--- config.mk ---
export PLATFORM = sky130hd
export DESIGN_NAME = wrr_starve_arbiter
export DESIGN_NICKNAME = d
export VERILOG_FILES = /design/src/rtl/wrr_starve_arbiter.sv
export SDC_FILE = /design/constraint.sdc
export NUM_CORES = 1
export LEC_CHECK = 0
export ABC_AREA = 1
export CAP_MARGIN = 20
export CORE_MARGIN = 2
export CORE_UTILIZATION = 57
export DETAILED_ROUTE_END_ITERATION = 8
export PLACE_DENSITY = 0.76
export SLEW_MARGIN = 30
export SYNTH_ARGS = -nofsm -noshare
export SYNTH_HDL_FRONTEND = slang
export SYNTH_SLANG_ARGS = --single-unit
--- constraint.sdc ---
create_clock -name clk -period 5.61 [get_ports clk]
set_clock_uncertainty 0.2 [all_clocks]
set_input_delay 1.4025 -clock clk [delete_from_list [all_inputs] [get_ports clk]]
set_output_delay 1.4025 -clock clk [all_outputs]
set_load 0.02 [all_outputs]
--- src/rtl/wrr_starve_arbiter.sv ---
// Request arbiter with fixed, round-robin and weighted round-robin modes.
// Grants are registered and held until released; long waiters escalate to top priority.
module wrr_starve_arbiter #(
  parameter int NUM_REQ  = 4,
  parameter int WEIGHT_W = 4,
  parameter int MAX_WAIT = 50
) (
  input  logic                        clk,
  input  logic                        rst,
  input  logic [NUM_REQ-1:0]          req,
  input  logic [NUM_REQ*WEIGHT_W-1:0] weight,
  input  logic [1:0]                  mode,
  input  logic                        done,
  output logic [NUM_REQ-1:0]          gnt,
  output logic                        gnt_valid,
  output logic [$clog2(NUM_REQ)-1:0]  gnt_id,
  output logic [NUM_REQ-1:0]          starve
);
  localparam int ID_W = $clog2(NUM_REQ);
  localparam logic [7:0] WAIT_MAX = 8'(MAX_WAIT);
  localparam logic [ID_W-1:0] LAST_ID = ID_W'(NUM_REQ - 1);

  typedef enum logic {ARB = 1'b0, GRANT = 1'b1} state_t;

  state_t              state_r, state_s;
  logic [NUM_REQ-1:0]  gnt_r, gnt_s;
  logic                gnt_valid_r, gnt_valid_s;
  logic [ID_W-1:0]     gnt_id_r, gnt_id_s;
  logic [ID_W-1:0]     ptr_r, ptr_s;
  logic [WEIGHT_W-1:0] used_r [NUM_REQ];
  logic [WEIGHT_W-1:0] used_s [NUM_REQ];
  logic [7:0]          wait_r [NUM_REQ];
  logic [7:0]          wait_s [NUM_REQ];
  logic [NUM_REQ-1:0]  starve_r, starve_s;
  logic [NUM_REQ-1:0]  starved_req_s;
  logic [ID_W-1:0]     winner_s, next_id_s;
  logic [WEIGHT_W-1:0] win_weight_s, eff_weight_s;
  logic                credit_done_s;

  // First set bit of v searching upward from start, wrapping at NUM_REQ-1.
  function automatic logic [ID_W-1:0] first_from(input logic [NUM_REQ-1:0] v,
                                                 input logic [ID_W-1:0] start);
    logic [2*NUM_REQ-1:0] dbl;
    logic [ID_W-1:0]      pick;
    int                   pos;
    dbl  = {v, v} >> start;
    pick = start;
    for (int k = NUM_REQ - 1; k >= 0; k--) begin
      pos  = int'(start) + k;
      pos  = (pos >= NUM_REQ) ? pos - NUM_REQ : pos;
      pick = dbl[k] ? ID_W'(pos) : pick;
    end
    return pick;
  endfunction

  // Winner selection and mode-2 credit evaluation.
  always_comb begin
    starved_req_s = starve_r & req;
    if (|starved_req_s) begin
      winner_s = first_from(starved_req_s, {ID_W{1'b0}});
    end else if (mode == 2'd0) begin
      winner_s = first_from(req, {ID_W{1'b0}});
    end else begin
      winner_s = first_from(req, ptr_r);
    end
    next_id_s    = (winner_s == LAST_ID) ? {ID_W{1'b0}} : winner_s + ID_W'(1);
    win_weight_s = {WEIGHT_W{1'b0}};
    for (int i = 0; i < NUM_REQ; i++) begin
      win_weight_s = (winner_s == ID_W'(i)) ? weight[i*WEIGHT_W +: WEIGHT_W] : win_weight_s;
    end
    eff_weight_s  = (win_weight_s == {WEIGHT_W{1'b0}}) ? WEIGHT_W'(1) : win_weight_s;
    credit_done_s = (({1'b0, used_r[winner_s]} + (WEIGHT_W+1)'(1)) >= {1'b0, eff_weight_s});
  end

  // Next-state logic.
  always_comb begin
    state_s = state_r;
    case (state_r)
      ARB: begin
        if (|req) state_s = GRANT;
        else      state_s = ARB;
      end
      GRANT: begin
        if (done || !req[gnt_id_r]) state_s = ARB;
        else                        state_s = GRANT;
      end
      default: state_s = ARB;
    endcase
  end

  // Grant, pointer and credit updates for the coming edge.
  always_comb begin
    gnt_s       = gnt_r;
    gnt_valid_s = gnt_valid_r;
    gnt_id_s    = gnt_id_r;
    ptr_s       = ptr_r;
    used_s      = used_r;
    case (state_r)
      ARB: begin
        if (|req) begin
          gnt_s       = NUM_REQ'(1) << winner_s;
          gnt_valid_s = 1'b1;
          gnt_id_s    = winner_s;
          case (mode)
            2'd0: ptr_s = ptr_r;
            2'd2: begin
              if (credit_done_s) begin
                used_s[winner_s] = {WEIGHT_W{1'b0}};
                ptr_s            = next_id_s;
              end else begin
                used_s[winner_s] = used_r[winner_s] + WEIGHT_W'(1);
                ptr_s            = winner_s;
              end
            end
            default: ptr_s = next_id_s;
          endcase
        end else begin
          gnt_s       = {NUM_REQ{1'b0}};
          gnt_valid_s = 1'b0;
        end
      end
      GRANT: begin
        if (state_s == ARB) begin
          gnt_s       = {NUM_REQ{1'b0}};
          gnt_valid_s = 1'b0;
        end else begin
          gnt_s       = gnt_r;
          gnt_valid_s = gnt_valid_r;
        end
      end
      default: begin
        gnt_s       = {NUM_REQ{1'b0}};
        gnt_valid_s = 1'b0;
      end
    endcase
  end

  // Wait counters saturate at the threshold; starve mirrors the saturated value.
  always_comb begin
    for (int i = 0; i < NUM_REQ; i++) begin
      if (gnt_r[i] || !req[i])       wait_s[i] = 8'd0;
      else if (wait_r[i] == WAIT_MAX) wait_s[i] = WAIT_MAX;
      else                            wait_s[i] = wait_r[i] + 8'd1;
      starve_s[i] = (wait_s[i] == WAIT_MAX);
    end
  end

  // State and datapath registers.
  always_ff @(posedge clk) begin
    if (rst) begin
      state_r     <= ARB;
      gnt_r       <= {NUM_REQ{1'b0}};
      gnt_valid_r <= 1'b0;
      gnt_id_r    <= {ID_W{1'b0}};
      ptr_r       <= {ID_W{1'b0}};
      starve_r    <= {NUM_REQ{1'b0}};
      for (int i = 0; i < NUM_REQ; i++) begin
        used_r[i] <= {WEIGHT_W{1'b0}};
        wait_r[i] <= 8'd0;
      end
    end else begin
      state_r     <= state_s;
      gnt_r       <= gnt_s;
      gnt_valid_r <= gnt_valid_s;
      gnt_id_r    <= gnt_id_s;
      ptr_r       <= ptr_s;
      starve_r    <= starve_s;
      used_r      <= used_s;
      wait_r      <= wait_s;
    end
  end

  assign gnt       = gnt_r;
  assign gnt_valid = gnt_valid_r;
  assign gnt_id    = gnt_id_r;
  assign starve    = starve_r;

endmodule
==> results_dict.tcl <==
set metrics [dict create \
    cts_tree "built" \
    yosys.area.top_type "dfxtp_1" \
    tightest_slew_ns 0.710 \
    crit_buf_inv 6 \
    finalPower_w 0.00187 \
    fin_crit_sh_pct 91.8 \
    drc 0 \
    hold_violations 0 \
    layout.nets 597 \
    antenna_cells 0 \
    cts_root_buffer "clkbuf_8" \
    hpwl_mm 6.38 \
    synth-main-ff-cell "dfxtp_1" \
    synthSimpleGateAreaFrac_pct 33.7 \
    num_io_pins 36 \
    crit_top_cell "nand2_1" \
    synthTopCellsByArea "dfxtp_1 34%, nand2_1 7.8%, inv_1 6.7%, nor2_1 6.3%, nand3_1 6.1%" \
    grt.total_usage_pct 25.0 \
    syn_avg_cell_area_um2 7.19 \
    dieArea_um2 6990 \
    grt_pass1_vias 3263 \
    min_path_cells 2 \
    crit_family "simple AND/OR/NAND/NOR gates" \
    synth_compound_area_share_pct 14.1 \
    seq_power_share_pct 26.7 \
    die_w_um 83.6 \
    p_int_w 0.00109 \
    syn-num-nets 545 \
    clock_path_buffers 2 \
    clock-sinks 62 \
    vias 3439 \
    drv_slew 0 \
    path_clk_slew_ns 0.07 \
    r2r-start "ptr_r[0]" \
    drtIter0Drc 174 \
    grt_pass1_wl_mm 14.3 \
    worstHoldPathType "flip-flop to flip-flop" \
    end_kind "flip-flop" \
    h-tree-depth 3 \
    antenna_found_initial 0 \
    syn_to_final_growth_pct 19.7 \
    viasPerCell 5.42 \
    crit_path_start_kind "input pin" \
    rsz0062_at_grt "no" \
    final-setup-viol-count 0 \
    combPwrFrac_pct 51.1 \
    syn_area_um2 3610 \
    r2r_end "used_r[8]" \
    layoutNonFillerInstCount 635 \
    fill_cells 545 \
    synth-xor-area-share_pct 3.15 \
    pwr_density_cell_nw_per_um2 431 \
    yosysUniqueCellTypes 43 \
    period_needed_ns 5.15 \
    synthCells 503 \
    synth_top_area_share_pct 34.3 \
    seq_area_um2 1240 \
    grt_overflow 0 \
    die_y_um 83.6 \
    maxCapViolations 0 \
    synth_top_family_by_area "simple AND/OR/NAND/NOR gates" \
    ctsHoldBuffers 0 \
    antenna_left 0 \
    first_pass_iters 5 \
    post_drt_wl_per_cell_um 13.1 \
    leakagePower_nw 1.85 \
    ys_seq_elements 62 \
    path_class "input pin to flip-flop" \
    post-place-cells 621 \
    crit_path_max_incr_delay_ns 0.49 \
    r2r_cells 28 \
    ys_seq_area_share_pct 34.3 \
    hold_ws_ns 0.288 \
    numCtsBuffers 9 \
    ir_drop_uv 354 \
    crit_end "used_r[8]" \
    crit_path_max_fanout 5 \
    drt-total-wl_mm 8.34 \
    synth_warnings 0 \
    muxShareOfSynthArea_pct 0 \
    async_reset_ff_share_pct 0 \
    drive_gt1_share_pct 11.6 \
    status "completed" \
    crit_start "req[0]" \
    fmax_mhz 194 \
    core_um2 6240 \
    utilization_pct 69.3 \
    gp_congestion 0.896 \
    rrSetupSlack_ns 1.52 \
    required_ns 5.68 \
    port_buffers 35 \
    yosys.area_share.adder_pct 5.88 \
    crit_cells 30 \
    multi_input_area_um2 2060 \
    rows 29 \
    synth-edff-count 0 \
    p_sw_share_pct 41.8 \
    net-switching-power_w 0.000780 \
    relSlewSlack_pct 52.5 \
    arrival_ns 5.22 \
    power.share.clock_pct 22.2 \
    slowest_stage "clkdlybuf4s50_1" \
    initial_utilization_pct 57.9 \
    post-cts-setup-buffers 0 \
    grt_max_degree 24 \
    clock_latency_ns 0.34 \
    fin_setup_tns_ns 0 \
]
cell type report:
type	count	area share, %
clock buffer	10	2.95
sequential	62	28.7
timing repair buffer	49	10.6
multi-input combinational	363	47.6
inverter	70	6.25
tap	77	2.23
clock inverter	4	1.71
repair_timing:
| action | in CTS | in global routing |
|---|---|---|
| hold endpoints to repair | 0 | 0 |
| endpoints found under the setup margin | 0 | 18 |
| gates resized for setup | 0 | 4 |
cell families after synthesis:
family          Yosys count
compound gates           91
xor+xnor                 13
simple gates            242
buf+inv                  78
fa+ha+maj                17
flops                    62
power by group through the flow:
stage	Sequential, W	Combinational, W	Clock (W)
2_1_floorplan	0.000508	0.000681	0
3_3_place_gp	0.000508	0.000918	0
3_5_place_dp	0.000508	0.000931	0
4_1_cts	0.000499	0.000938	0.000419
5_1_grt	0.000503	0.00107	0.000440
6_report	0.000499	0.000953	0.000414
metrics by stage:
step | worst slack, ns | instance area [um2]
after global routing | 0.0166 | 4330
after detailed placement | 0.0172 | 4120
after global placement | 0.191 | 4120
after CTS | 0.355 | 4320
after floorplan | 0.454 | 3610
final | 0.458 | 4330
worst min-delay path by stage:
| stage | slack, ns | from | endpoint |
|---|---|---|---|
| floorplan | 0.25 | used_r[2] | used_r[2] |
| global placement | 0.26 | used_r[2] | used_r[2] |
| detailed placement | 0.27 | used_r[2] | used_r[2] |
| CTS | 0.28 | used_r[2] | used_r[2] |
| global route | 0.31 | used_r[14] | used_r[14] |
| finish | 0.29 | used_r[2] | used_r[2] |
cells in the final DEF (no fill, tap or decap), types with 12 or more instances in the layout:
cell type,count
nand3_1,44
o21ai_0,35
ha_1,17
a21oi_1,39
nand2_1,75
dfxtp_1,62
inv_1,65
nor2_1,61
buf_4,14
nor3_1,12
clkdlybuf4s50_1,34
metal layers:
| layer | share of wire (%) | wire length (um) | vias up | track usage [%] |
|---|---|---|---|---|
| li1 | - | - | 1766 | - |
| met2 | 45 | 3780 | 100 | 39.0 |
| met1 | 47 | 3890 | 1561 | 34.3 |
| met5 | 0 | 0 | - | 0 |
| met3 | 6.5 | 546 | 12 | 4.55 |
| met4 | 1.5 | 127 | 0 | 9.68 |
cells in the mapped netlist, types with 3 or more instances:
cell type,count
a21boi_0,3
a21oi_1,39
clkbuf_1,5
dfxtp_1,62
ha_1,17
inv_1,65
nand2_1,75
nand2_2,9
nand2_4,5
nand3_1,44
nand3_2,8
nand3_4,3
nand3b_1,5
nand4_1,9
nor2_1,61
nor3_1,12
nor4_1,4
o21ai_0,36
o31ai_1,3
xnor2_1,4
xor2_1,9
worst min-delay path, delay by kind of cell, from the launching register on:
| family | cells | cell delay [ns] |
|---|---|---|
| compound gates | 2 | 0.13 |
| flops | 1 | 0.31 |
state kept, by name, indices dropped and copies added (netlist names):
name	flops
starve	4
state_r	1
gnt_valid	1
wait_r	32
gnt_id	2
gnt	4
ptr_r	2
used_r	16
No activity file was read; power rests on OpenSTA's default activity.
